===== src/rtl/mcpu_ctrl_pkg.sv =====
// Shared types and encodings for the multi-cycle RV32I controller.
package mcpu_pkg;

    // Controller sequencing states
    typedef enum logic [2:0] {
        S_FETCH  = 3'd0,
        S_DECODE = 3'd1,
        S_EXEC   = 3'd2,
        S_MEM    = 3'd3,
        S_WB     = 3'd4,
        S_TRAP   = 3'd5
    } state_e;

    // Opcode constants (inst[6:2])
    localparam logic [4:0] OPC_R      = 5'b01100;
    localparam logic [4:0] OPC_I      = 5'b00100;
    localparam logic [4:0] OPC_LUI    = 5'b01101;
    localparam logic [4:0] OPC_AUIPC  = 5'b00101;
    localparam logic [4:0] OPC_LOAD   = 5'b00000;
    localparam logic [4:0] OPC_STORE  = 5'b01000;
    localparam logic [4:0] OPC_BRANCH = 5'b11000;
    localparam logic [4:0] OPC_JAL    = 5'b11011;
    localparam logic [4:0] OPC_JALR   = 5'b11001;

    // ALU operation codes
    typedef enum logic [3:0] {
        ALU_ADD  = 4'd0,
        ALU_SUB  = 4'd1,
        ALU_AND  = 4'd2,
        ALU_OR   = 4'd3,
        ALU_XOR  = 4'd4,
        ALU_SLT  = 4'd5,
        ALU_SLTU = 4'd6,
        ALU_SLL  = 4'd7,
        ALU_SRL  = 4'd8,
        ALU_SRA  = 4'd9
    } alu_e;

    // Instruction class captured in DECODE and used by later states
    typedef enum logic [3:0] {
        CLS_R      = 4'd0,
        CLS_I      = 4'd1,
        CLS_LUI    = 4'd2,
        CLS_AUIPC  = 4'd3,
        CLS_LOAD   = 4'd4,
        CLS_STORE  = 4'd5,
        CLS_BRANCH = 4'd6,
        CLS_JAL    = 4'd7,
        CLS_JALR   = 4'd8,
        CLS_ILL    = 4'd9
    } cls_e;

    // Immediate format select
    localparam logic [2:0] IMM_I = 3'b000;
    localparam logic [2:0] IMM_S = 3'b001;
    localparam logic [2:0] IMM_B = 3'b010;
    localparam logic [2:0] IMM_J = 3'b011;
    localparam logic [2:0] IMM_U = 3'b100;

    // PC source select
    localparam logic [1:0] JMP_PC4    = 2'b00;
    localparam logic [1:0] JMP_PCIMM  = 2'b01;
    localparam logic [1:0] JMP_RS1IMM = 2'b10;

    // Register write-back source select
    localparam logic [1:0] MTR_ALU = 2'b00;
    localparam logic [1:0] MTR_MEM = 2'b01;
    localparam logic [1:0] MTR_PC4 = 2'b10;

    // ALU operand A select
    localparam logic [1:0] SRCA_RS1  = 2'b00;
    localparam logic [1:0] SRCA_PC   = 2'b01;
    localparam logic [1:0] SRCA_ZERO = 2'b10;

    // Map an opcode onto its instruction class; anything unknown is illegal
    function automatic cls_e opc_class(input logic [4:0] opc);
        cls_e c;
        case (opc)
            OPC_R:      c = CLS_R;
            OPC_I:      c = CLS_I;
            OPC_LUI:    c = CLS_LUI;
            OPC_AUIPC:  c = CLS_AUIPC;
            OPC_LOAD:   c = CLS_LOAD;
            OPC_STORE:  c = CLS_STORE;
            OPC_BRANCH: c = CLS_BRANCH;
            OPC_JAL:    c = CLS_JAL;
            OPC_JALR:   c = CLS_JALR;
            default:    c = CLS_ILL;
        endcase
        return c;
    endfunction

endpackage


===== src/rtl/mcpu_ctrl_if.sv =====
// Instruction-field inputs, memory handshake and datapath controls of the controller.
interface mcpu_ctrl_if #(
    parameter int ALUC_W = 4
) ();
    logic [4:0]        OPcode;
    logic [2:0]        Fun3;
    logic              Fun7;
    logic              MIO_ready;
    logic              CPU_MIO;
    logic              MemRW;
    logic              IRWrite;
    logic              PCWrite;
    logic              Branch;
    logic [1:0]        Jump;
    logic [2:0]        ImmSel;
    logic [1:0]        ALUSrc_A;
    logic              ALUSrc_B;
    logic [ALUC_W-1:0] ALU_Control;
    logic [1:0]        MemtoReg;
    logic              RegWrite;
    logic              illegal;
    logic              bus_err;

    // Controller side
    modport master (
        input  OPcode, Fun3, Fun7, MIO_ready,
        output CPU_MIO, MemRW, IRWrite, PCWrite, Branch, Jump, ImmSel,
               ALUSrc_A, ALUSrc_B, ALU_Control, MemtoReg, RegWrite, illegal, bus_err
    );

    // Datapath / memory side
    modport slave (
        output OPcode, Fun3, Fun7, MIO_ready,
        input  CPU_MIO, MemRW, IRWrite, PCWrite, Branch, Jump, ImmSel,
               ALUSrc_A, ALUSrc_B, ALU_Control, MemtoReg, RegWrite, illegal, bus_err
    );
endinterface


===== src/rtl/mcpu_ctrl_alu_dec.sv =====
// Combinational ALU operation decoder for the instruction class and function fields.
module mcpu_alu_dec
    import mcpu_pkg::*;
(
    input  cls_e       cls,
    input  logic [2:0] fun3,
    input  logic       fun7,
    output alu_e       alu
);

    // R and I-ALU share the fun3 table; only R honours fun7 on ADD/SUB
    always_comb begin
        alu = ALU_ADD;
        case (cls)
            CLS_R, CLS_I: begin
                case (fun3)
                    3'b000:  alu = (cls == CLS_R && fun7) ? ALU_SUB : ALU_ADD;
                    3'b001:  alu = ALU_SLL;
                    3'b010:  alu = ALU_SLT;
                    3'b011:  alu = ALU_SLTU;
                    3'b100:  alu = ALU_XOR;
                    3'b101:  alu = fun7 ? ALU_SRA : ALU_SRL;
                    3'b110:  alu = ALU_OR;
                    default: alu = ALU_AND;
                endcase
            end
            // BLTU/BGEU compare unsigned, the rest use subtraction
            CLS_BRANCH: alu = (fun3[2:1] == 2'b11) ? ALU_SLTU : ALU_SUB;
            default:    alu = ALU_ADD;
        endcase
    end

endmodule


===== src/rtl/mcpu_ctrl.sv =====
// Multi-cycle RV32I control unit: FETCH/DECODE/EXEC/MEM/WB sequencing with bounded memory waits.
module mcpu_ctrl
    import mcpu_pkg::*;
#(
    parameter int ALUC_W   = 4,
    parameter int WAIT_MAX = 15,
    parameter int WAIT_W   = 4
) (
    input  logic        clk,
    input  logic        rst_n,
    mcpu_ctrl_if.master bus
);

    state_e             state_q, state_d;
    cls_e               cls_q, cls_d;
    logic [WAIT_W-1:0]  wait_q, wait_d;
    logic               illegal_q, illegal_d;
    logic               bus_err_q, bus_err_d;

    alu_e               dec_alu;

    logic               cpu_mio, mem_rw, ir_write, pc_write, branch, alu_src_b, reg_write;
    logic [1:0]         jump, alu_src_a, mem_to_reg;
    logic [2:0]         imm_sel;
    logic [ALUC_W-1:0]  alu_ctrl;

    logic               timeout;

    mcpu_alu_dec u_alu_dec (
        .cls  (cls_q),
        .fun3 (bus.Fun3),
        .fun7 (bus.Fun7),
        .alu  (dec_alu)
    );

    // A pending access has waited its full budget and still has no ready
    assign timeout = !bus.MIO_ready && (wait_q == WAIT_W'(WAIT_MAX));

    // State, class, wait counter and sticky flags
    always_ff @(posedge clk) begin
        if (!rst_n) begin
            state_q   <= S_FETCH;
            cls_q     <= CLS_R;
            wait_q    <= '0;
            illegal_q <= 1'b0;
            bus_err_q <= 1'b0;
        end else begin
            state_q   <= state_d;
            cls_q     <= cls_d;
            wait_q    <= wait_d;
            illegal_q <= illegal_d;
            bus_err_q <= bus_err_d;
        end
    end

    // Next-state, wait-counter and sticky-flag logic
    always_comb begin
        state_d   = state_q;
        cls_d     = cls_q;
        illegal_d = illegal_q;
        bus_err_d = bus_err_q;
        wait_d    = '0;
        case (state_q)
            S_FETCH: begin
                if (bus.MIO_ready) begin
                    state_d = S_DECODE;
                end else if (timeout) begin
                    bus_err_d = 1'b1;
                    state_d   = S_TRAP;
                end else begin
                    wait_d = wait_q + WAIT_W'(1);
                end
            end
            S_DECODE: begin
                cls_d = opc_class(bus.OPcode);
                if (cls_d == CLS_ILL) begin
                    illegal_d = 1'b1;
                    state_d   = S_TRAP;
                end else begin
                    state_d = S_EXEC;
                end
            end
            S_EXEC: begin
                case (cls_q)
                    CLS_R, CLS_I, CLS_LUI, CLS_AUIPC: state_d = S_WB;
                    CLS_LOAD, CLS_STORE:              state_d = S_MEM;
                    default:                          state_d = S_FETCH;
                endcase
            end
            S_MEM: begin
                if (bus.MIO_ready) begin
                    state_d = (cls_q == CLS_LOAD) ? S_WB : S_FETCH;
                end else if (timeout) begin
                    bus_err_d = 1'b1;
                    state_d   = S_TRAP;
                end else begin
                    wait_d = wait_q + WAIT_W'(1);
                end
            end
            S_WB:    state_d = S_FETCH;
            S_TRAP:  state_d = S_TRAP;
            default: state_d = S_TRAP;
        endcase
    end

    // Control outputs decoded from the registered state; forced idle while in reset
    always_comb begin
        cpu_mio    = 1'b0;
        mem_rw     = 1'b0;
        ir_write   = 1'b0;
        pc_write   = 1'b0;
        branch     = 1'b0;
        jump       = JMP_PC4;
        imm_sel    = IMM_I;
        alu_src_a  = SRCA_RS1;
        alu_src_b  = 1'b0;
        alu_ctrl   = ALUC_W'(ALU_ADD);
        mem_to_reg = MTR_ALU;
        reg_write  = 1'b0;
        if (rst_n) begin
            case (state_q)
                S_FETCH: begin
                    cpu_mio = 1'b1;
                    if (bus.MIO_ready) begin
                        ir_write = 1'b1;
                        pc_write = 1'b1;
                    end
                end
                S_EXEC: begin
                    alu_ctrl = ALUC_W'(dec_alu);
                    case (cls_q)
                        CLS_R: alu_src_b = 1'b0;
                        CLS_I: alu_src_b = 1'b1;
                        CLS_LUI: begin
                            alu_src_a = SRCA_ZERO;
                            alu_src_b = 1'b1;
                            imm_sel   = IMM_U;
                        end
                        CLS_AUIPC: begin
                            alu_src_a = SRCA_PC;
                            alu_src_b = 1'b1;
                            imm_sel   = IMM_U;
                        end
                        CLS_LOAD: alu_src_b = 1'b1;
                        CLS_STORE: begin
                            alu_src_b = 1'b1;
                            imm_sel   = IMM_S;
                        end
                        CLS_BRANCH: begin
                            imm_sel = IMM_B;
                            branch  = 1'b1;
                            jump    = JMP_PCIMM;
                        end
                        CLS_JAL: begin
                            jump       = JMP_PCIMM;
                            imm_sel    = IMM_J;
                            pc_write   = 1'b1;
                            reg_write  = 1'b1;
                            mem_to_reg = MTR_PC4;
                        end
                        CLS_JALR: begin
                            jump       = JMP_RS1IMM;
                            pc_write   = 1'b1;
                            reg_write  = 1'b1;
                            mem_to_reg = MTR_PC4;
                        end
                        default: ;
                    endcase
                end
                S_MEM: begin
                    cpu_mio = 1'b1;
                    mem_rw  = (cls_q == CLS_STORE);
                end
                S_WB: begin
                    reg_write  = 1'b1;
                    mem_to_reg = (cls_q == CLS_LOAD) ? MTR_MEM : MTR_ALU;
                end
                default: ;
            endcase
        end
    end

    assign bus.CPU_MIO     = cpu_mio;
    assign bus.MemRW       = mem_rw;
    assign bus.IRWrite     = ir_write;
    assign bus.PCWrite     = pc_write;
    assign bus.Branch      = branch;
    assign bus.Jump        = jump;
    assign bus.ImmSel      = imm_sel;
    assign bus.ALUSrc_A    = alu_src_a;
    assign bus.ALUSrc_B    = alu_src_b;
    assign bus.ALU_Control = alu_ctrl;
    assign bus.MemtoReg    = mem_to_reg;
    assign bus.RegWrite    = reg_write;
    assign bus.illegal     = illegal_q;
    assign bus.bus_err     = bus_err_q;

endmodule

===== src/flat_wrapper.sv =====
// flat-port wrapper written by rule: the top's interface ports become plain ports
module mcpu_ctrl_flat import mcpu_pkg::*;
#(
    parameter int ALUC_W   = 4,
    parameter int WAIT_MAX = 15,
    parameter int WAIT_W   = 4
)
  (clk, rst_n, bus_OPcode, bus_Fun3, bus_Fun7, bus_MIO_ready, bus_CPU_MIO, bus_MemRW, bus_IRWrite, bus_PCWrite, bus_Branch, bus_Jump, bus_ImmSel, bus_ALUSrc_A, bus_ALUSrc_B, bus_ALU_Control, bus_MemtoReg, bus_RegWrite, bus_illegal, bus_bus_err);
  mcpu_ctrl_if #(.ALUC_W(ALUC_W)) bus_i ();
  input  logic clk;
  input  logic rst_n;
  input wire logic [$bits(bus_i.OPcode)-1:0] bus_OPcode;
  input wire logic [$bits(bus_i.Fun3)-1:0] bus_Fun3;
  input wire logic [$bits(bus_i.Fun7)-1:0] bus_Fun7;
  input wire logic [$bits(bus_i.MIO_ready)-1:0] bus_MIO_ready;
  output wire logic [$bits(bus_i.CPU_MIO)-1:0] bus_CPU_MIO;
  output wire logic [$bits(bus_i.MemRW)-1:0] bus_MemRW;
  output wire logic [$bits(bus_i.IRWrite)-1:0] bus_IRWrite;
  output wire logic [$bits(bus_i.PCWrite)-1:0] bus_PCWrite;
  output wire logic [$bits(bus_i.Branch)-1:0] bus_Branch;
  output wire logic [$bits(bus_i.Jump)-1:0] bus_Jump;
  output wire logic [$bits(bus_i.ImmSel)-1:0] bus_ImmSel;
  output wire logic [$bits(bus_i.ALUSrc_A)-1:0] bus_ALUSrc_A;
  output wire logic [$bits(bus_i.ALUSrc_B)-1:0] bus_ALUSrc_B;
  output wire logic [$bits(bus_i.ALU_Control)-1:0] bus_ALU_Control;
  output wire logic [$bits(bus_i.MemtoReg)-1:0] bus_MemtoReg;
  output wire logic [$bits(bus_i.RegWrite)-1:0] bus_RegWrite;
  output wire logic [$bits(bus_i.illegal)-1:0] bus_illegal;
  output wire logic [$bits(bus_i.bus_err)-1:0] bus_bus_err;
  assign bus_i.OPcode = bus_OPcode;
  assign bus_i.Fun3 = bus_Fun3;
  assign bus_i.Fun7 = bus_Fun7;
  assign bus_i.MIO_ready = bus_MIO_ready;
  assign bus_CPU_MIO = bus_i.CPU_MIO;
  assign bus_MemRW = bus_i.MemRW;
  assign bus_IRWrite = bus_i.IRWrite;
  assign bus_PCWrite = bus_i.PCWrite;
  assign bus_Branch = bus_i.Branch;
  assign bus_Jump = bus_i.Jump;
  assign bus_ImmSel = bus_i.ImmSel;
  assign bus_ALUSrc_A = bus_i.ALUSrc_A;
  assign bus_ALUSrc_B = bus_i.ALUSrc_B;
  assign bus_ALU_Control = bus_i.ALU_Control;
  assign bus_MemtoReg = bus_i.MemtoReg;
  assign bus_RegWrite = bus_i.RegWrite;
  assign bus_illegal = bus_i.illegal;
  assign bus_bus_err = bus_i.bus_err;
  mcpu_ctrl #(.ALUC_W(ALUC_W), .WAIT_MAX(WAIT_MAX), .WAIT_W(WAIT_W)) u_core (.clk(clk), .rst_n(rst_n), .bus(bus_i));
endmodule

===== config.mk =====
export PLATFORM = sky130hd
export DESIGN_NAME = mcpu_ctrl_flat
export DESIGN_NICKNAME = d
export VERILOG_FILES = /design/src/rtl/mcpu_ctrl_pkg.sv /design/src/rtl/mcpu_ctrl_if.sv /design/src/rtl/mcpu_ctrl_alu_dec.sv /design/src/rtl/mcpu_ctrl.sv /design/src/flat_wrapper.sv
export SDC_FILE = /design/constraint.sdc
export NUM_CORES = 1
export LEC_CHECK = 0
export CAP_MARGIN = 30
export CORE_MARGIN = 2
export CORE_UTILIZATION = 30
export CTS_BUF_LIST = sky130_fd_sc_hd__clkbuf_2
export CTS_CLUSTER_DIAMETER = 120
export DETAILED_ROUTE_END_ITERATION = 7
export DONT_BUFFER_PORTS = 1
export REMOVE_ABC_BUFFERS = 1
export SLEW_MARGIN = 10
export SYNTH_ARGS = -nofsm -noshare
export SYNTH_HDL_FRONTEND = slang
export SYNTH_HIERARCHICAL = 1
export SYNTH_SLANG_ARGS = --single-unit

===== constraint.sdc =====
create_clock -name clk -period 3.2 [get_ports clk]
set_clock_uncertainty 0.2 [all_clocks]
set_input_delay 0.64 -clock clk [delete_from_list [all_inputs] [get_ports clk]]
set_output_delay 0.64 -clock clk [all_outputs]
set_load 0.01 [all_outputs]

==> metrics, run 1 <==
post-synthesis sequential area ratio=0.2303; relative slew slack=0.5552; chip width=between 60 and 70 µm; DP HPWL=roughly 2.0 mm; Main synth FF type=dfxtp_1; final hold vios=0; GR Util All Layers=0.1309; sequential group share of total power=0.504; Synth-to-Final Area Change=3.433%; Worst Max-Slew Pin Slew=661.1 ps; Avg WL per Cell=roughly 15 µm; via count=~1k; Worst EP required=approximately 2400 ps; Max VDD drop=between 0.2 and 0.3 mV; worst setup path category=flop to primary output; GPL Wtd Cong=between 0.8 and 0.9; CP Data Arrival Time=roughly 1900 ps; Fmax=approximately 0.37 GHz; cell taking the most area after synthesis=dfxtp_1; initial antenna violation count=0; # diodes=0; RSZ-0062 raised after global routing=no; Clock Tree Root=clkbuf_2; Post-CTS Hold Fix Bufs=0; IO Pins=34; wire length of the first global-routing pass=around 4.4 mm; CP cell instances=and4bb_2, mux2_2, a22o_2, and2_1; CP Launch Type=flop; die footprint=0.004273 mm²; top-count cell post-synth=dfxtp_1; nets=between 150 and 200; Port Buffers=0; Final TNS setup=0 ps; critical path's slowest cell=dfxtp_1; post-CTS setup buffer count=0; Hold Path Class=flop to flop; CTS tree=done; cell family with most CP delay=flip-flops; Initial Utilization=0.3110; TritonCTS Buffers=3; status=finished clean; Pwr Total=around 0.42 mW; cells after synthesis=around 140; vias in the first global route=978; CP endpoint kind=primary output; delay of the slowest critical-path stage=between 600 and 700 ps; Antenna Nets Post-Route=0; clock power share=0.201; row cnt=22; Yosys warnings=6; worst setup margin=between 400 and 500 ps; Commonest cells post-synth=13 x dfxtp_1, 9 x nand2_1, 9 x nor2_1, 8 x inv_1, 8 x nor3_1; setup slack at placement=673.2 ps; Pre-antenna DRT Iters=4; DR DRC count=0; FFs w/ async S/R, synth=0; share of the synthesized area in the top cell type=0.2303; post-layout min period=~2700 ps; Gate power share=0.295; mapped cell area=roughly 0.0011 mm²; CTS max path bufs=2; worst skew pair latency=270 ps; EDFF count, synth=0; final worst path period share=0.8442; Core Area=0.003633 mm²; PwrDens=356.2 mW/mm²; pin count of the biggest net entering global routing=14; DRT Wirelength=approximately 2.7 mm; Net Switching=approximately 0.15 mW; GRT overflow=0; die height=around 65 µm; Clock Sinks=13; share of cells above drive strength 1=0.1606; drt via density=approximately 5.4; Setup violations, final=0; Max Cap Viol=0; Max Slew Vio Count=0; Avg Inst Size Synth=about 8.0 µm²; Switching Share=0.3698; static leakage=0.4270 nW; Int Pwr=between 0.2 and 0.3 mW; post-cts resize count=0; depth of the CTS H-tree=1; ranking of synthesized cells by area=dfxtp_1 23%, ha_1 4.4%, nor2b_1 3.9%; WP buf/inv=0; Clock Pin Slew Worst Setup and Hold Paths=around 130 ps; DRT iter0 DRCs=33; flops & latches, synth=13; post-synth cell types=50; filler instances=around 400; CP max FO=13
-- worst register-to-register path, stage by stage, from the launching register on --
cell and delay (ps):
dfxtp_1 610, inv_1 240, nor3_4 370, mux2i_1 270
nor2b_1 80
-- power by group through the flow --
stage	logic (mW)	registers (mW)	clock network, mW
after floorplan	0.104	0.204	0
after global placement	0.117	0.211	0
after detailed placement	0.122	0.213	0
after CTS	0.123	0.210	0.0869
after global routing	0.137	0.214	0.0954
final	0.123	0.210	0.0835
-- sequential cells by signal, indices dropped and copies added (netlist names) --
signal              flops
u_core/cls_q            4
u_core/state_q          3
u_core/wait_q           4
u_core/bus.bus_err      1
u_core/bus.illegal      1
-- cell families after synthesis --
family | count (synthesis) | synth area share
buf+inv | 16 | 0.06312
flops | 13 | 0.2303
compound gates | 33 | 0.2248
fa+ha+maj | 4 | 0.04430
simple gates | 66 | 0.3599
mux | 5 | 0.04651
xor+xnor | 4 | 0.03101
-- worst paths after layout --
path / startpoint / endpoint / slack (ps) / cells past startpoint
min: u_core/wait_q[0]$_SDFF_PP0_ / u_core/wait_q[0]$_SDFF_PP0_ / 260 / 1
max reg2reg: u_core/state_q[0]$_SDFF_PN0_ / u_core/cls_q[3]$_SDFFE_PN0N_ / 1340 / 4
max: u_core/cls_q[3]$_SDFFE_PN0N_ / bus_ALU_Control[2] / 500 / 4
min reg2reg: u_core/wait_q[0]$_SDFF_PP0_ / u_core/wait_q[0]$_SDFF_PP0_ / 260 / 1
-- cell usage in the layout, fill, tap and decap left out, drive strengths merged, types with 2 or more instances in the layout --
master / instances
a21oi: 6
a2bb2oi: 2
a31oi: 2
and2: 6
and3: 3
clkbuf: 3
dfxtp: 13
ha: 4
inv: 8
mux2: 2
mux2i: 3
nand2: 11
nand2b: 4
nand3: 4
nor2: 10
nor2b: 8
nor3: 11
nor4: 2
nor4b: 2
o211ai: 2
o21a: 3
o21ai: 6
o31ai: 2
xnor2: 3
-- routing by layer --
layer / routed length [µm] / track usage
met5: 0 / 0
met4: 11 / 0.01563
met3: 157 / 0.03767
met2: 1334 / 0.2372
met1: 1202 / 0.1570
-- through the flow --
step,hold slack [ps],util,cells,cell area (µm²)
5_1_grt,244.3,0.3216,185,1169
3_5_place_dp,236.2,0.3161,181,1149
2_1_floorplan,217.9,-,133,1089
6_report,262.5,0.3216,185,1169
4_1_cts,257.4,0.3216,185,1169
3_3_place_gp,227.2,0.3161,181,1149
-- layout make-up --
class | instances | area (µm²) | area share
Clock buffer | 3 | 15.01 | 0.01285
Clock inverter | 1 | 5.005 | 0.004283
Inverter | 8 | 30.03 | 0.02570
Multi-Input combinational cell | 112 | 798.3 | 0.6831
Sequential cell | 13 | 260.3 | 0.2227
Tap cell | 48 | 60.06 | 0.05139
Note: power is estimated with default switching activity, not from simulation.
==> run 2: changes to the inputs <==
==> constraint.sdc (replaced) <==
create_clock -name clk -period 2.6 [get_ports clk]
set_clock_uncertainty 0.2 [all_clocks]
set_input_delay 0.52 -clock clk [delete_from_list [all_inputs] [get_ports clk]]
set_output_delay 0.52 -clock clk [all_outputs]
set_load 0.01 [all_outputs]
==> run 2 against run 1 <==
Compared with the run above:
- worst setup slack worse by 300 ps
- hold slack worse by 100 ps
- critical path depth stayed put
==> metrics, run 2 (synthesized netlist as in run 1, its figures left out) <==
status=finished clean; CP max FO=13; PwrDens=approximately 430 mW/mm²; IO Pins=34; CP Launch Type=flop; hold path startpoint=rst_n; wire length of the first global-routing pass=between 4 and 5 mm; DP HPWL=roughly 2.0 mm; area of the multi-input gates=approximately 810 µm²; Worst EP required=approximately 1900 ps; hold endpoint=u_core/state_q[2]$_SDFF_PN0_; via count=around 1k; Largest regs=u_core/cls_q x4, u_core/wait_q x4, u_core/state_q x3; TritonCTS Buffers=3; Gate power share=0.295; # diodes=0; DRT iter0 DRCs=38; Hold Crit Depth=1; Pre-antenna DRT Iters=4; share of cells above drive strength 1=0.2158; Fmax=0.4170 GHz; Switching Share=0.3636; die height=65.37 µm; Max Cap Viol=0; Max Slew Vio Count=0; setup slack at placement=between 300 and 400 ps; Clock Tree Root=clkbuf_2; initial antenna violation count=0; Seq. cell area=between 200 and 300 µm²; cell family with most CP delay=flip-flops; flop-to-flop setup slack=around 690 ps; Pwr Total=roughly 0.5 mW; DRT Wirelength=around 2.6 mm; GPL Wtd Cong=0.8602; final core utilization=0.3302; relative slew slack=0.6746; CTS tree=done; Synth-to-Final Area Change=6.201%; post-CTS setup buffer count=0; drt via density=roughly 5.4; WP buf/inv=0; Hold Path Class=primary input to flop; Worst Max-Slew Pin Slew=approximately 490 ps; worst setup path category=flop to primary output; Hold WS=approximately 160 ps; Post-CTS Hold Fix Bufs=0; Net Switching=between 0.15 and 0.2 mW; final hold vios=0; worst setup margin=201.9 ps; depth of the CTS H-tree=1; GR Util All Layers=0.1318; delay of the slowest critical-path stage=between 400 and 500 ps; GRT overflow=0; row cnt=22; pin count of the biggest net entering global routing=14; placed cell areas=between 0.001 and 0.0015 mm²; Reg-to-Reg Start=u_core/state_q[0]$_SDFF_PN0_; CP cell instances=and4bb_2, mux2_2, a22o_2, and2_1; Max VDD drop=approximately 0.15 mV; Avg WL per Cell=approximately 14 µm; CP endpoint kind=primary output; post-cts resize count=0; Clock Sinks=13; Core Area=about 0.0036 mm²; Final TNS setup=0 ps; vias in the first global route=approximately 1.0k; worst skew pair latency=260 ps; clock power share=0.195; sequential group share of total power=0.510; nets=156; RSZ-0062 raised after global routing=no; Clock Pin Slew Worst Setup and Hold Paths=approximately 130 ps; Initial Utilization=0.3110; RR Endpoint=u_core/cls_q[0]$_SDFFE_PN0N_; post-layout min period=around 2400 ps; chip width=about 65 µm; Antenna Nets Post-Route=0; Int Pwr=0.3258 mW; Setup violations, final=0; final non-filler cell total=between 150 and 200; static leakage=between 0.4 and 0.5 nW; Reg2Reg Depth=4; CP Data Arrival Time=1680 ps; placed insts=between 150 and 200; final worst path period share=0.9223; DR DRC count=0; Design Area, Final=about 0.0012 mm²; critical path's slowest cell=dfxtp_2; Port Buffers=0; most frequent cells in the layout=9 x nor2_1, 9 x nand2_1, 8 x inv_1, 8 x dfxtp_1; CTS max path bufs=2; die footprint=between 0.004 and 0.005 mm²; filler instances=400
## run 2: layer usage
layer / global-route usage / share of wire / vias to the layer above
met5: 0 / 0 / -
met4: 0.02344 / 0.0096 / 0
met3: 0.03596 / 0.065 / 4
met2: 0.2538 / 0.52 / 29
met1: 0.1438 / 0.41 / 473
li1: - / - / 508
## run 2: final cells by class
cell class	instances	area share
Tap cell	48	0.05005
Sequential cell	13	0.2221
Multi-Input combinational cell	112	0.6736
Clock buffer	3	0.01251
Timing Repair Buffer	2	0.01251
Clock inverter	1	0.004171
Inverter	8	0.02503
## run 2: how the worst max path moves through the flow
stage	from	to	slack, ps	depth (start not counted)
floorplan	rst_n	bus_ALUSrc_A[1]	460	5
global placement	rst_n	bus_ALUSrc_A[0]	410	5
detailed placement	rst_n	bus_ALUSrc_A[1]	360	6
CTS	u_core/cls_q[3]$_SDFFE_PN0N_	bus_ALU_Control[2]	30	4
global route	u_core/state_q[2]$_SDFF_PN0_	bus_ALUSrc_A[1]	50	6
finish	u_core/cls_q[3]$_SDFFE_PN0N_	bus_ALU_Control[2]	200	4
## run 2: power by group through the flow
stage | logic, mW | clock network [mW] | registers (mW)
finish | 0.151 | 0.100 | 0.261
global route | 0.173 | 0.122 | 0.266
CTS | 0.151 | 0.108 | 0.258
detailed placement | 0.149 | 0 | 0.262
global placement | 0.144 | 0 | 0.259
floorplan | 0.128 | 0 | 0.251
==> run 3: changes to the inputs <==
--- a/config.mk
+++ b/config.mk
@@ -6,7 +6,7 @@
 export NUM_CORES = 1
 export LEC_CHECK = 0
 export CAP_MARGIN = 30
-export CORE_MARGIN = 2
+export CORE_MARGIN = 4
 export CORE_UTILIZATION = 30
 export CTS_BUF_LIST = sky130_fd_sc_hd__clkbuf_2
 export CTS_CLUSTER_DIAMETER = 120
==> run 3 against run 2 <==
Compared with the run above:
- register-to-register slack gained 60 ps
- wire length shrank 0.96%
- global-route usage decreased by 2.5 points
- flip-flop and latch count is the same
- highest routed layer unchanged
==> metrics, run 3 (synthesized netlist as in run 1, its figures left out) <==
DRT iter0 DRCs=25; cell family with most CP delay=flip-flops; PwrDens=between 400 and 500 mW/mm²; Clock Tree Root=clkbuf_2; CP cell instances=and4bb_2, mux2_2, a22o_2, and2_1; IO Pins=34; CTS max path bufs=2; TritonCTS Buffers=3; CP Launch Type=flop; M1 WL=roughly 1.2 mm; die footprint=slightly below 0.005 mm²; Top Metal Used=met4; DP HPWL=roughly 2.0 mm; routed length on met3=about 170 µm; Port Buffers=0; final hold vios=0; CP Data Arrival Time=between 1500 and 2000 ps; Largest regs=u_core/cls_q x4, u_core/wait_q x4, u_core/state_q x3; GR Util All Layers=0.1069; share of cells above drive strength 1=0.2086; Worst EP required=approximately 1900 ps; Core Area=0.003661 mm²; post-layout min period=about 2500 ps; Worst Max-Slew Pin Slew=around 450 ps; drt via density=between 5 and 6; Avg WL per Cell=13.82 µm; worst setup path category=flop to primary output; depth of the CTS H-tree=1; row cnt=22; Fmax=0.3998 GHz; GRT overflow=0; wire length of the first global-routing pass=between 4 and 5 mm; WP buf/inv=0; most frequent cells in the layout=9 x nor2_1, 9 x nand2_1, 9 x dfxtp_1, 8 x inv_1; initial antenna violation count=0; area of the multi-input gates=between 800 and 900 µm²; # diodes=0; Seq. cell area=~270 µm²; Pwr Total=between 0.5 and 0.6 mW; Pre-antenna DRT Iters=4; Max Cap Viol=0; Clock Sinks=13; worst skew pair latency=260 ps; Max VDD drop=~0.25 mV; vias in the first global route=894; RSZ-0062 raised after global routing=no; CTS tree=done; Antenna Nets Post-Route=0; status=finished clean; static leakage=approximately 0.44 nW; chip width=just under 70 µm; Synth-to-Final Area Change=6.091%; pin count of the biggest net entering global routing=14; Post-CTS Hold Fix Bufs=0; post-cts resize count=0; nets=approximately 160; via count=slightly below 1k; critical path's slowest cell=dfxtp_1; CP max FO=10; die height=around 69 µm; Setup violations, final=0; GPL Wtd Cong=about 0.93; Clock Pin Slew Worst Setup and Hold Paths=roughly 130 ps; post-CTS setup buffer count=0; routed wl met2=roughly 1.2 mm; DR DRC count=0; Final TNS setup=0 ps; Max Slew Vio Count=0; Hold Path Class=primary input to flop; final worst path period share=0.9620; delay of the slowest critical-path stage=540 ps; relative slew slack=0.7008; Initial Utilization=0.3086; filler instances=between 300 and 400; DRT Wirelength=between 2 and 3 mm; CP endpoint kind=primary output
[run 3: power by group]
| part | switching, mW | internal [mW] |
|---|---|---|
| clock | 0.0638 | 0.0408 |
| combinational | 0.0767 | 0.0736 |
| sequential | 0.0426 | 0.217 |
[run 3: layout make-up]
cell class,count,share of cell area
timing repair buffer,2,0.01253
clock buffer,4,0.01670
multi-input combinational,112,0.6743
sequential,13,0.2213
inverter,8,0.02505
tap,48,0.05010
[run 3: routing by layer]
layer | vias up | GRT usage
li1 | 504 | -
met3 | 2 | 0.04203
met4 | 0 | 0.03254
met2 | 25 | 0.1642
met1 | 455 | 0.1371
met5 | - | 0
[run 3: worst reg2reg max path: stages (launching register included)]
cell and delay [ps]:
dfxtp_1 620, inv_1 230, nor3_4 380, o221ai_1 200, a21boi_1 160
[run 3: final timing paths]
kind	startpoint	cells past startpoint	endpoint	slack, ps
worst max-delay path	u_core/cls_q[0]$_SDFFE_PN0N_	4	bus_ALU_Control[2]	100
worst min-delay path	rst_n	1	u_core/state_q[0]$_SDFF_PN0_	160
worst max register to register	u_core/state_q[0]$_SDFF_PN0_	4	u_core/cls_q[0]$_SDFFE_PN0N_	750
worst min register to register	u_core/wait_q[0]$_SDFF_PP0_	1	u_core/wait_q[0]$_SDFF_PP0_	260
[run 3: metrics by stage]
step                      hold WS [ps]  setup WS (ps)  cells    util  instance area (µm²)
after detailed placement         246.6          360.1    183  0.3178                 1164
after floorplan                  217.9          464.6    133       -                 1089
final                            163.4          98.91    187  0.3274                 1199
after global placement           230.7          394.6    183  0.3178                 1164
after CTS                        151.3          32.66    187  0.3233                 1184
after global routing             120.6          13.26    187  0.3274                 1199
